File: src/rtl/cpu_ctrl_pkg.sv
// Shared definitions for the CPU run controller and the instruction memory.
package cpu_ctrl_pkg;

  localparam int DEF_ADDR_W = 8;

  typedef enum logic [2:0] {
    ST_IDLE = 3'd0,
    ST_LOAD = 3'd1,
    ST_HALT = 3'd2,
    ST_RUN  = 3'd3,
    ST_STEP = 3'd4
  } state_e;

endpackage

File: src/rtl/cpu_run_ctrl_sat_counter.sv
// Saturating up-counter with enable and synchronous clear.
module sat_counter #(
  parameter int W = 16
) (
  input  logic         clk,
  input  logic         reset,
  input  logic         clr_i,
  input  logic         en_i,
  output logic [W-1:0] cnt_o
);

  logic [W-1:0] cnt_q, cnt_d;

  always_comb begin
    cnt_d = cnt_q;
    if (clr_i) begin
      cnt_d = '0;
    end else if (en_i && (cnt_q != {W{1'b1}})) begin
      cnt_d = cnt_q + W'(1);
    end
  end

  always_ff @(posedge clk) begin
    if (!reset) begin
      cnt_q <= '0;
    end else begin
      cnt_q <= cnt_d;
    end
  end

  assign cnt_o = cnt_q;

endmodule

File: src/rtl/cpu_run_ctrl.sv
// Run controller: streams a program into instruction memory, then sequences
// free run / single step / halt of the CPU through cpu_rst and cpu_en.
module cpu_run_ctrl
  import cpu_ctrl_pkg::*;
#(
  parameter int ADDR_W = DEF_ADDR_W,
  parameter int CNT_W  = 16
) (
  input  logic              clk,
  input  logic              reset,
  input  logic              ld_valid,
  output logic              ld_ready,
  input  logic [7:0]        ld_data,
  input  logic              ld_last,
  output logic              imem_we,
  output logic [ADDR_W-1:0] imem_addr,
  output logic [7:0]        imem_wdata,
  input  logic              cmd_run,
  input  logic              cmd_step,
  input  logic              cmd_halt,
  input  logic              cmd_clear,
  input  logic [ADDR_W-1:0] pc,
  output logic              cpu_rst,
  output logic              cpu_en,
  output logic [ADDR_W:0]   prog_len,
  output logic [CNT_W-1:0]  cyc_cnt,
  output logic [2:0]        state,
  output logic              done,
  output logic              err
);

  localparam int LW = ADDR_W + 1;

  state_e            state_q, state_d;
  logic [ADDR_W-1:0] addr_q, addr_d;
  logic [ADDR_W:0]   len_q, len_d;
  logic              done_q, done_d;
  logic              err_q, err_d;
  logic              accept;
  logic              addr_max;
  logic              pc_end;
  logic              cnt_clr;

  assign accept   = ld_valid & ld_ready;
  assign addr_max = (addr_q == {ADDR_W{1'b1}});
  assign pc_end   = ({1'b0, pc} >= len_q);

  always_comb begin
    state_d = state_q;
    addr_d  = addr_q;
    len_d   = len_q;
    done_d  = done_q;
    err_d   = err_q;
    cnt_clr = 1'b0;
    if (cmd_clear) begin
      state_d = ST_IDLE;
      addr_d  = '0;
      len_d   = '0;
      done_d  = 1'b0;
      err_d   = 1'b0;
      cnt_clr = 1'b1;
    end else begin
      unique case (state_q)
        // IDLE and LOAD differ only in that IDLE always starts at address 0
        ST_IDLE, ST_LOAD: begin
          if (accept) begin
            addr_d  = addr_q + ADDR_W'(1);
            state_d = ST_LOAD;
            if (ld_last || addr_max) begin
              len_d   = {1'b0, addr_q} + LW'(1);
              state_d = ST_HALT;
            end
            if (!ld_last && addr_max) begin
              err_d = 1'b1;
            end
          end
        end
        ST_HALT: begin
          if (!cmd_halt && !done_q) begin
            if (cmd_step) begin
              state_d = ST_STEP;
            end else if (cmd_run) begin
              state_d = ST_RUN;
            end
          end
        end
        ST_RUN: begin
          if (pc_end) begin
            done_d = 1'b1;
          end
          if (pc_end || cmd_halt) begin
            state_d = ST_HALT;
          end
        end
        ST_STEP: begin
          state_d = ST_HALT;
        end
        default: begin
          state_d = ST_IDLE;
        end
      endcase
    end
  end

  always_ff @(posedge clk) begin
    if (!reset) begin
      state_q <= ST_IDLE;
      addr_q  <= '0;
      len_q   <= '0;
      done_q  <= 1'b0;
      err_q   <= 1'b0;
    end else begin
      state_q <= state_d;
      addr_q  <= addr_d;
      len_q   <= len_d;
      done_q  <= done_d;
      err_q   <= err_d;
    end
  end

  // Control outputs are decoded from the state register only (Moore)
  assign ld_ready = (state_q == ST_IDLE) || (state_q == ST_LOAD);
  assign cpu_rst  = ld_ready;
  assign cpu_en   = (state_q == ST_RUN) || (state_q == ST_STEP);

  assign imem_we    = accept;
  assign imem_addr  = addr_q;
  assign imem_wdata = ld_data;

  assign prog_len = len_q;
  assign state    = state_q;
  assign done     = done_q;
  assign err      = err_q;

  sat_counter #(
    .W(CNT_W)
  ) u_cyc_cnt (
    .clk  (clk),
    .reset(reset),
    .clr_i(cnt_clr),
    .en_i (cpu_en),
    .cnt_o(cyc_cnt)
  );

endmodule

File: config.mk
export PLATFORM = sky130hd
export DESIGN_NAME = cpu_run_ctrl
export DESIGN_NICKNAME = d
export VERILOG_FILES = /design/src/rtl/cpu_ctrl_pkg.sv /design/src/rtl/cpu_run_ctrl_sat_counter.sv /design/src/rtl/cpu_run_ctrl.sv
export SDC_FILE = /design/constraint.sdc
export NUM_CORES = 1
export LEC_CHECK = 0
export CORE_UTILIZATION = 40
export DETAILED_ROUTE_END_ITERATION = 6
export PLACE_DENSITY = 0.87
export SYNTH_ARGS = -nofsm -noshare
export SYNTH_HDL_FRONTEND = slang
export SYNTH_SLANG_ARGS = --single-unit
File: constraint.sdc
create_clock -name clk -period 1.8 [get_ports clk]
set_input_delay 0.27 -clock clk [delete_from_list [all_inputs] [get_ports clk]]
set_output_delay 0.27 -clock clk [all_outputs]
set_load 0.05 [all_outputs]
Word-level counts from Yosys, hierarchy flattened

Cells that the tools add are included.

Bits in read-only memories: 0
Memories: 0
Latch bits: 0
Bits in writable memories: 0
Output and inout port bits: 50
Logic and storage cells: 49
Register bits: 38
Input bits: 24

Add/subtract/negate cells: 3
Order comparisons: 1
Bitwise operators: 2
Multipliers: 0
Reduce and logical (&&, ||, !) cells: 19
Equality and inequality tests: 10
Shifts and indexed selects: 0
Muxes and demuxes: 8
Divide/modulo/power cells: 0

Operators with widths:

| cell                  | number |
|---|---|
| $add 16x1->16 const B | 1 |
| $ne 16x16->1 const B  | 1 |
| $mux 3                | 5 |
| $pmux 3 s4            | 1 |
| $add 8x1->9 const B   | 1 |
| $ge 8x9->1            | 1 |
| $add 8x1->8 const B   | 1 |
| $eq 8x8->1 const B    | 1 |
| $eq 3x2->1 const B    | 2 |
| $ne 2x2->1 const B    | 3 |
| $reduce_and 3->1      | 2 |
| $reduce_or 2->1       | 3 |
| $logic_or 1x1->1      | 4 |
| $reduce_and 2->1      | 2 |
| $reduce_and 4->1      | 1 |
| $eq 3x1->1 const B    | 1 |
| $eq 3x3->1 const B    | 1 |
| $logic_and 1x1->1     | 3 |
| $logic_not 1->1       | 3 |
| $logic_not 3->1       | 1 |
| $ne 3x3->1 const B    | 1 |
| $mux 2                | 1 |
| $and 1x1->1           | 1 |
| $mux 1                | 1 |
| $not 1->1             | 1 |

Longest topological paths before layout

Gate-level depths: netlist (run 1).

Depth in word-level cells: 5
Mapped depth: 7
Depth with buffers taken out: 7

Hierarchy

Synthesis (run 1) repeated with hierarchy kept, for this count alone.

Cells, all modules: 253
Area total of the unflattened synthesis: 2187.1 µm²

Modules (own cells, without submodules):

| module       | seq. area each (µm²) | times used | cells an instance | area an instance (µm²) |
|---|---|---|---|---|
| cpu_run_ctrl | 440.4                | 1          | 162               | 1322.5 |
| sat_counter  | 320.3                | 1          | 91                | 864.6 |

Worst setup path after synthesis (run 1)

OpenSTA, ideal clock, no wires.

Kind: flip-flop to flip-flop
Start point: register u_cyc_cnt.cnt_q[0] (netlist: u_cyc_cnt.cnt_o[0])
End point: register u_cyc_cnt.cnt_q[0] (netlist: u_cyc_cnt.cnt_o[0])
Arrival: 2035 ps
Slack: -362 ps
Required time: 1672 ps
Library setup time: 128 ps
Stages on the path, launching flop included: 8
Cells stage by stage: dfxtp_1 > ha_1 > nand2_1 > or4_1 > clkbuf_1 > o21ai_1 > xor2_1 > nor2_1

Longest elaborated chain between the ends: 2
Elaborated cells on any way between the ends: 3
Classes of those cells: add/sub: 1; eq/ne: 1; reduce/logical: 1

Ends and longest elaborated chain:

| item                                                                  | line                           | source |
|---|---|---|
| start: declaration                                                    | cpu_run_ctrl_sat_counter.sv:12 | `logic [W-1:0] cnt_q, cnt_d;` |
| start signal: assignment                                              | cpu_run_ctrl_sat_counter.sv:27 | `cnt_q <= cnt_d;` |
| parallel branches: the longest is 2 deep, another holds $add 16x1->16 | --                             |  |

Several ways; the timed one is not identified.
A chain may end at the register's enable or synchronous reset.

Worst setup path in the final report (run 1)

Start point: input ld_valid
End point: output imem_we

Longest elaborated chain between the ends: 1

Ends and longest elaborated chain:

| item               | line               | source |
|---|---|---|
| start: declaration | cpu_run_ctrl.sv:11 | `input logic ld_valid,` |
| $and 1x1->1        | cpu_run_ctrl.sv:44 | `assign accept = ld_valid & ld_ready;` |
| end: declaration   | cpu_run_ctrl.sv:15 | `output logic imem_we,` |

Every way passes these cells.

==> flow_summary.json, run 1 <==
{
  "crit_family": "buffers and inverters",
  "path_cells": "clkdlybuf4s50_1 > or3b_4 > clkinvlp_4 > buf_12",
  "cts.clk_slew.worst_paths_ns": 0.07,
  "drc_errors": 0,
  "startpoint_type": "input pin",
  "p_per_area_nw_per_um2": 580,
  "cp.arrival_ns": 1.50,
  "yosysWarnings": 0,
  "synth_compound_area_frac": 0.143,
  "p_seq_frac": 0.509,
  "hp-class": "flip-flop to flip-flop",
  "final-max-slew-violation-count": 0,
  "vias": 1953,
  "max-cap-violations": 0,
  "p_switching_uw": 421,
  "critPathCaptureType": "output pin",
  "fmax_ghz": 0.565,
  "min_from": "err",
  "synth_top_family_by_area": "simple AND/OR/NAND/NOR gates",
  "p_clk_frac": 0.358,
  "worstPathMaxFanout": 6,
  "coreArea_um2": 4820,
  "drive_gt1_frac": 0.265,
  "placed_cells": 367,
  "p_int_uw": 1260,
  "initial_utilization": 0.424,
  "r2r_setup_slack_ns": 0.09,
  "ioPinCount": 74,
  "overflow": 0,
  "synth.area.top_cells": "dfxtp_1, nor2_1, xor2_1",
  "synthFlopType": "dfxtp_1",
  "ys_seq_elements": 38,
  "holdPathEnd": "err",
  "rr_endpoint": "u_cyc_cnt.cnt_o[3]",
  "async_flop_share": 0,
  "seq_area_um2": 801,
  "synth_area_um2": 2040,
  "relSlewSlack": 0.666,
  "cp_slowest_cell": "clkdlybuf4s50_1",
  "yosysUniqueCellTypes": 45,
  "grt_pass1_wl_um": 7870,
  "path_buf_inv": 3,
  "cts_buffers": 5,
  "fin_crit_sh": 0.983,
  "place_area_um2": 2770,
  "fin_skew_ns": 0.00434,
  "fp.dieArea_um2": 5390,
  "wl_um": 4880,
  "place.gp.congestion": 0.815,
  "leakagePower_uw": 0.00111,
  "fp-row-count": 25,
  "cts_root_buffer": "clkbuf_8",
  "yosys-top-cells-count": "dfxtp_1, nor2_1, nand2_1",
  "final_hold_viol_count": 0,
  "cts_tree": "yes",
  "fillers": 431,
  "area_growth_pct": 41.7,
  "nets": 343,
  "drtAntennaViolNets": 0,
  "synth_fp_nets": 280,
  "synth_top_area_share": 0.373,
  "clk_path_buf_depth": 2,
  "clock_latency_ns": 0.28,
  "tightest_slew_ns": 0.500,
  "multi_input_area_um2": 1160,
  "path_class": "input pin to output pin",
  "r2r_cells": 6,
  "grt_max_degree": 31,
  "syn_inst": 246,
  "whs_path_depth": 1,
  "die_y_um": 73.5,
  "ir_drop_mv": 0.344,
  "synth_enable_flop_cells": 0,
  "synthXorXnorAreaFrac": 0.0987,
  "avgSynthCellArea_um2": 8.30,
  "p_comb_frac": 0.133,
  "final_cells": 377,
  "diodes": 0,
  "synth_top_area_cell": "dfxtp_1",
  "die_x_um": 73.5,
  "first_iter_violations": 123,
  "grt_usage": 0.185,
  "ys_seq_area_frac": 0.373,
  "outcome": "finished clean",
  "fin_area_um2": 2890,
  "viasPerCell": 5.18,
  "grt_pass1_vias": 1722,
  "antenna_found_initial": 0,
  "p_sw_frac": 0.251,
  "yosys.area_share.simple": 0.249,
  "required_ns": 1.53,
  "htree_levels": 2,
  "max_stage_delay_ns": 0.50,
  "fin_crit_ns": 1.77,
  "firstDrtPassIters": 4,
  "io_buffers": 57,
  "synth_mux_area_frac": 0,
  "yosysMostFrequentCell": "dfxtp_1",
  "dp_hpwl_um": 3690,
  "cts_sinks": 38,
  "synth-adder-area-share": 0.0613,
  "regToRegStartpoint": "u_cyc_cnt.cnt_o[1]",
  "wl_per_cell_um": 12.9,
  "setup_violations": 0
}
==> area by class of cell <==
class,count,share of cell area
timing repair buffer,75,0.244
multi-input combinational,177,0.403
inverter,12,0.0169
clock buffer,8,0.0311
tap,67,0.0290
sequential,38,0.277
==> worst max path at each step <==
stage | start | cells after the start | end | slack [ns]
after detailed placement | ld_valid | 6 | prog_len[3] | -0.19
after CTS | ld_valid | 4 | imem_we | 0.02
after floorplan | u_cyc_cnt.cnt_o[0] | 7 | u_cyc_cnt.cnt_o[0] | -0.01
after global placement | ld_valid | 6 | prog_len[2] | -0.17
after global routing | ld_valid | 4 | imem_we | -0.0008
final | ld_valid | 4 | imem_we | 0.03
==> layer usage <==
metal,global-route usage,share of wire
met5,0,0
met4,0.0513,0.0051
met3,0.0425,0.063
met2,0.307,0.48
met1,0.242,0.45
==> sequential cells by signal (all words and copies together) (netlist names) <==
name             cells
imem_addr            8
done                 1
err                  1
u_cyc_cnt.cnt_o     16
prog_len             9
state                3
==> metrics by stage <==
| stage | hold slack [ns] | TNS, ns | setup slack (ns) | util | total power [uW] |
|---|---|---|---|---|---|
| 2_1_floorplan | 0.440 | -0.0141 | -0.0141 | - | 1050 |
| 3_3_place_gp | 0.456 | -1.87 | -0.166 | 0.574 | 1090 |
| 3_5_place_dp | 0.455 | -2.26 | -0.189 | 0.574 | 1090 |
| 4_1_cts | 0.485 | 0 | 0.0236 | 0.595 | 1690 |
| 5_1_grt | 0.510 | -0.000822 | -0.000822 | 0.601 | 1740 |
| 6_report | 0.481 | 0 | 0.0307 | 0.601 | 1680 |
==> layout by cell type, fill, tap and decap left out, types with 6 or more instances in the layout <==
master / instances
xor2_1: 15
dfxtp_1: 16
a21oi_1: 9
nor2_1: 34
buf_4: 36
a211oi_1: 6
o21ai_0: 7
nand2_1: 16
dfxtp_2: 17
clkbuf_8: 6
ha_1: 9
xnor2_1: 8
nand4_1: 10
nand3_1: 10
clkdlybuf4s50_1: 33
inv_1: 11
==> power by group through the flow <==
| stage | Clock (uW) | Combinational (uW) | Sequential [uW] |
|---|---|---|---|
| after floorplan | 0 | 144 | 902 |
| after global placement | 0 | 213 | 873 |
| after detailed placement | 0 | 218 | 874 |
| after CTS | 616 | 220 | 854 |
| after global routing | 646 | 242 | 856 |
| final | 601 | 223 | 854 |
==> cell families (layout without fill, tap and decap cells) <==
family,Yosys count,count (layout)
AO/OA/AOI/OAI,43,43
XOR/XNOR,23,23
adder cells (fa/ha/maj),10,10
buffers and inverters,31,95
flip-flops,38,38
AND/OR/NAND/NOR,101,101
==> timing repair <==
item                                    in CTS  in global routing
pin swaps                                    0                  2
resized for setup                            3                  3
hold buffers                                 0                  0
endpoints found under the setup margin       2                  5
buffers inserted                             0                  2
Power figures use the tool's default switching activity.
==> run 2, diff against run 1 <==
==> constraint.sdc (replaced) <==
create_clock -name clk -period 1.59 [get_ports clk]
set_input_delay 0.2385 -clock clk [delete_from_list [all_inputs] [get_ports clk]]
set_output_delay 0.2385 -clock clk [all_outputs]
set_load 0.05 [all_outputs]
==> run 2 against run 1 <==
  * Die area is the same
  * Design area increased by 13%
  * Critical path type is now flip-flop to flip-flop
  * Clock skew up 0.0020 ns
  * Sequential power is 11% higher
  * The flow now finishes with violations (negative setup slack)
  * Sequential cell count unchanged
  * Combinational power up 36%
  * Total power increased by 19%
  * Global-route usage is 3.2 points higher
  * Cell count grew 8.8%
  * Via count rose by 12%
  * Utilization rose by 7.8 points
  * Routed wire length grew 32%
==> flow_summary.json, run 2 (synthesis results as in run 1) <==
{
  "cts_tree": "yes",
  "diodes": 0,
  "die_x_um": 73.5,
  "nets": 376,
  "outcome": "finished with violations",
  "cp.arrival_ns": 1.83,
  "drtAntennaViolNets": 0,
  "final_cells": 410,
  "worstPathMaxFanout": 7,
  "ioPinCount": 74,
  "fin_crit_ns": 1.64,
  "fp.dieArea_um2": 5390,
  "drive_gt1_frac": 0.466,
  "first_iter_violations": 101,
  "max-cap-violations": 0,
  "total_power_uw": 2000,
  "hp-class": "input pin to output pin",
  "r2r_setup_slack_ns": -0.05,
  "htree_levels": 2,
  "cts_root_buffer": "clkbuf_8",
  "tightest_slew_ns": 0.334,
  "clock_latency_ns": 0.29,
  "fin_skew_ns": 0.00629,
  "initial_utilization": 0.424,
  "grt_pass1_wl_um": 8980,
  "fmax_ghz": 0.611,
  "cts_buffers": 5,
  "fin_ws_ns": -0.0472,
  "antenna_found_initial": 0,
  "cts_sinks": 38,
  "violations": "negative setup slack",
  "p_comb_frac": 0.151,
  "placed_cells": 386,
  "path_class": "flip-flop to flip-flop",
  "largest_reg_flops": 16,
  "grt_pass1_vias": 1960,
  "p_sw_frac": 0.258,
  "fp-row-count": 25,
  "rsz0062_at_grt": "true",
  "p_clk_frac": 0.373,
  "p_seq_frac": 0.475,
  "drc_errors": 0,
  "dp_hpwl_um": 4040,
  "io_buffers": 57,
  "relSlewSlack": 0.776,
  "setup_violations": 7,
  "p_per_area_nw_per_um2": 611,
  "wl_um": 6420,
  "cts.clk_slew.worst_paths_ns": 0.08,
  "place_area_um2": 2950,
  "final_cell_mix": "buf_4, nor2_1, dfxtp_2",
  "coreArea_um2": 4820,
  "grt_usage": 0.217,
  "wl_per_cell_um": 15.7,
  "place.gp.congestion": 0.817,
  "grt_max_degree": 16,
  "final_common_cell": "buf_4",
  "fin_crit_sh": 1.03,
  "p_int_uw": 1480,
  "ir_drop_mv": 0.481,
  "overflow": 0,
  "final-max-slew-violation-count": 0,
  "final_hold_viol_count": 0,
  "clk_path_buf_depth": 2,
  "required_ns": 1.78,
  "viasPerCell": 5.32,
  "p_switching_uw": 516,
  "startpoint_type": "flip-flop",
  "vias": 2181,
  "leakagePower_uw": 0.00132,
  "critPathCaptureType": "flip-flop",
  "firstDrtPassIters": 4,
  "die_y_um": 73.5,
  "area_growth_pct": 60.2,
  "fin_area_um2": 3270,
  "hold_buffers": 0
}
## run 2: cell types whose count changed in the layout (fill, tap and decap cells not counted), sizes merged
cell / delta
buf: +52
clkdlybuf4s50: -20
dlygate4sd2: +1
dlymetal6s2s: -1
nor2: +1
## run 2: layer usage
metal  up-vias  routed length (um)  global-route usage
met3        22                 386              0.0439
li1       1044                   -                   -
met5         -                   0                   0
met2        94                3280               0.358
met4         0                 234              0.0876
met1      1021                2520               0.276
## run 2: cell type report
class / count / area (um2)
clock buffer: 8 / 101
fill: 361 / 1550
inverter: 12 / 48.8
multi-input combinational: 178 / 1290
sequential: 38 / 836
tap: 67 / 83.8
timing repair buffer: 107 / 912
## run 2: metrics by stage
stage          worst slack (ns)  TNS, ns  hold slack [ns]  utilization
2_1_floorplan            -0.206    -1.35            0.408            -
3_3_place_gp             -0.243    -3.08            0.465        0.613
3_5_place_dp             -0.303    -4.00            0.477        0.613
4_1_cts                 -0.0476   -0.133            0.477        0.653
5_1_grt                  -0.137    -1.25            0.477        0.679
6_report                -0.0472   -0.217            0.477        0.679
## run 2: worst paths after layout
kind                              startpoint       endpoint  depth (start not counted)
worst max-delay path            imem_addr[0]    prog_len[4]                          6
worst min-delay path              ld_data[4]  imem_wdata[4]                          0
worst max register to register  imem_addr[0]    prog_len[4]                          6
worst min register to register   prog_len[0]    prog_len[0]                          2
## run 2: critical path, stage by stage, from the launching register on
cell	delay (ns)
dfxtp_4	0.37
ha_2	0.20
and3_4	0.21
a31oi_4	0.29
nor2_4	0.09
buf_4	0.16
a211oi_2	0.22
## run 2: power by group through the flow
stage	registers [uW]	clock network, uW	logic (uW)
2_1_floorplan	1010	0	172
3_3_place_gp	973	0	249
3_5_place_dp	973	0	255
5_1_grt	952	789	322
6_report	951	747	303
4_1_cts	951	750	269
## run 2: repair_timing
item                                    in CTS  in global routing
buffers inserted                             7                  8
gates cloned                                 0                  1
pin swaps                                   10                 14
endpoints found under the setup margin      15                 24
resized for setup                            9                 12
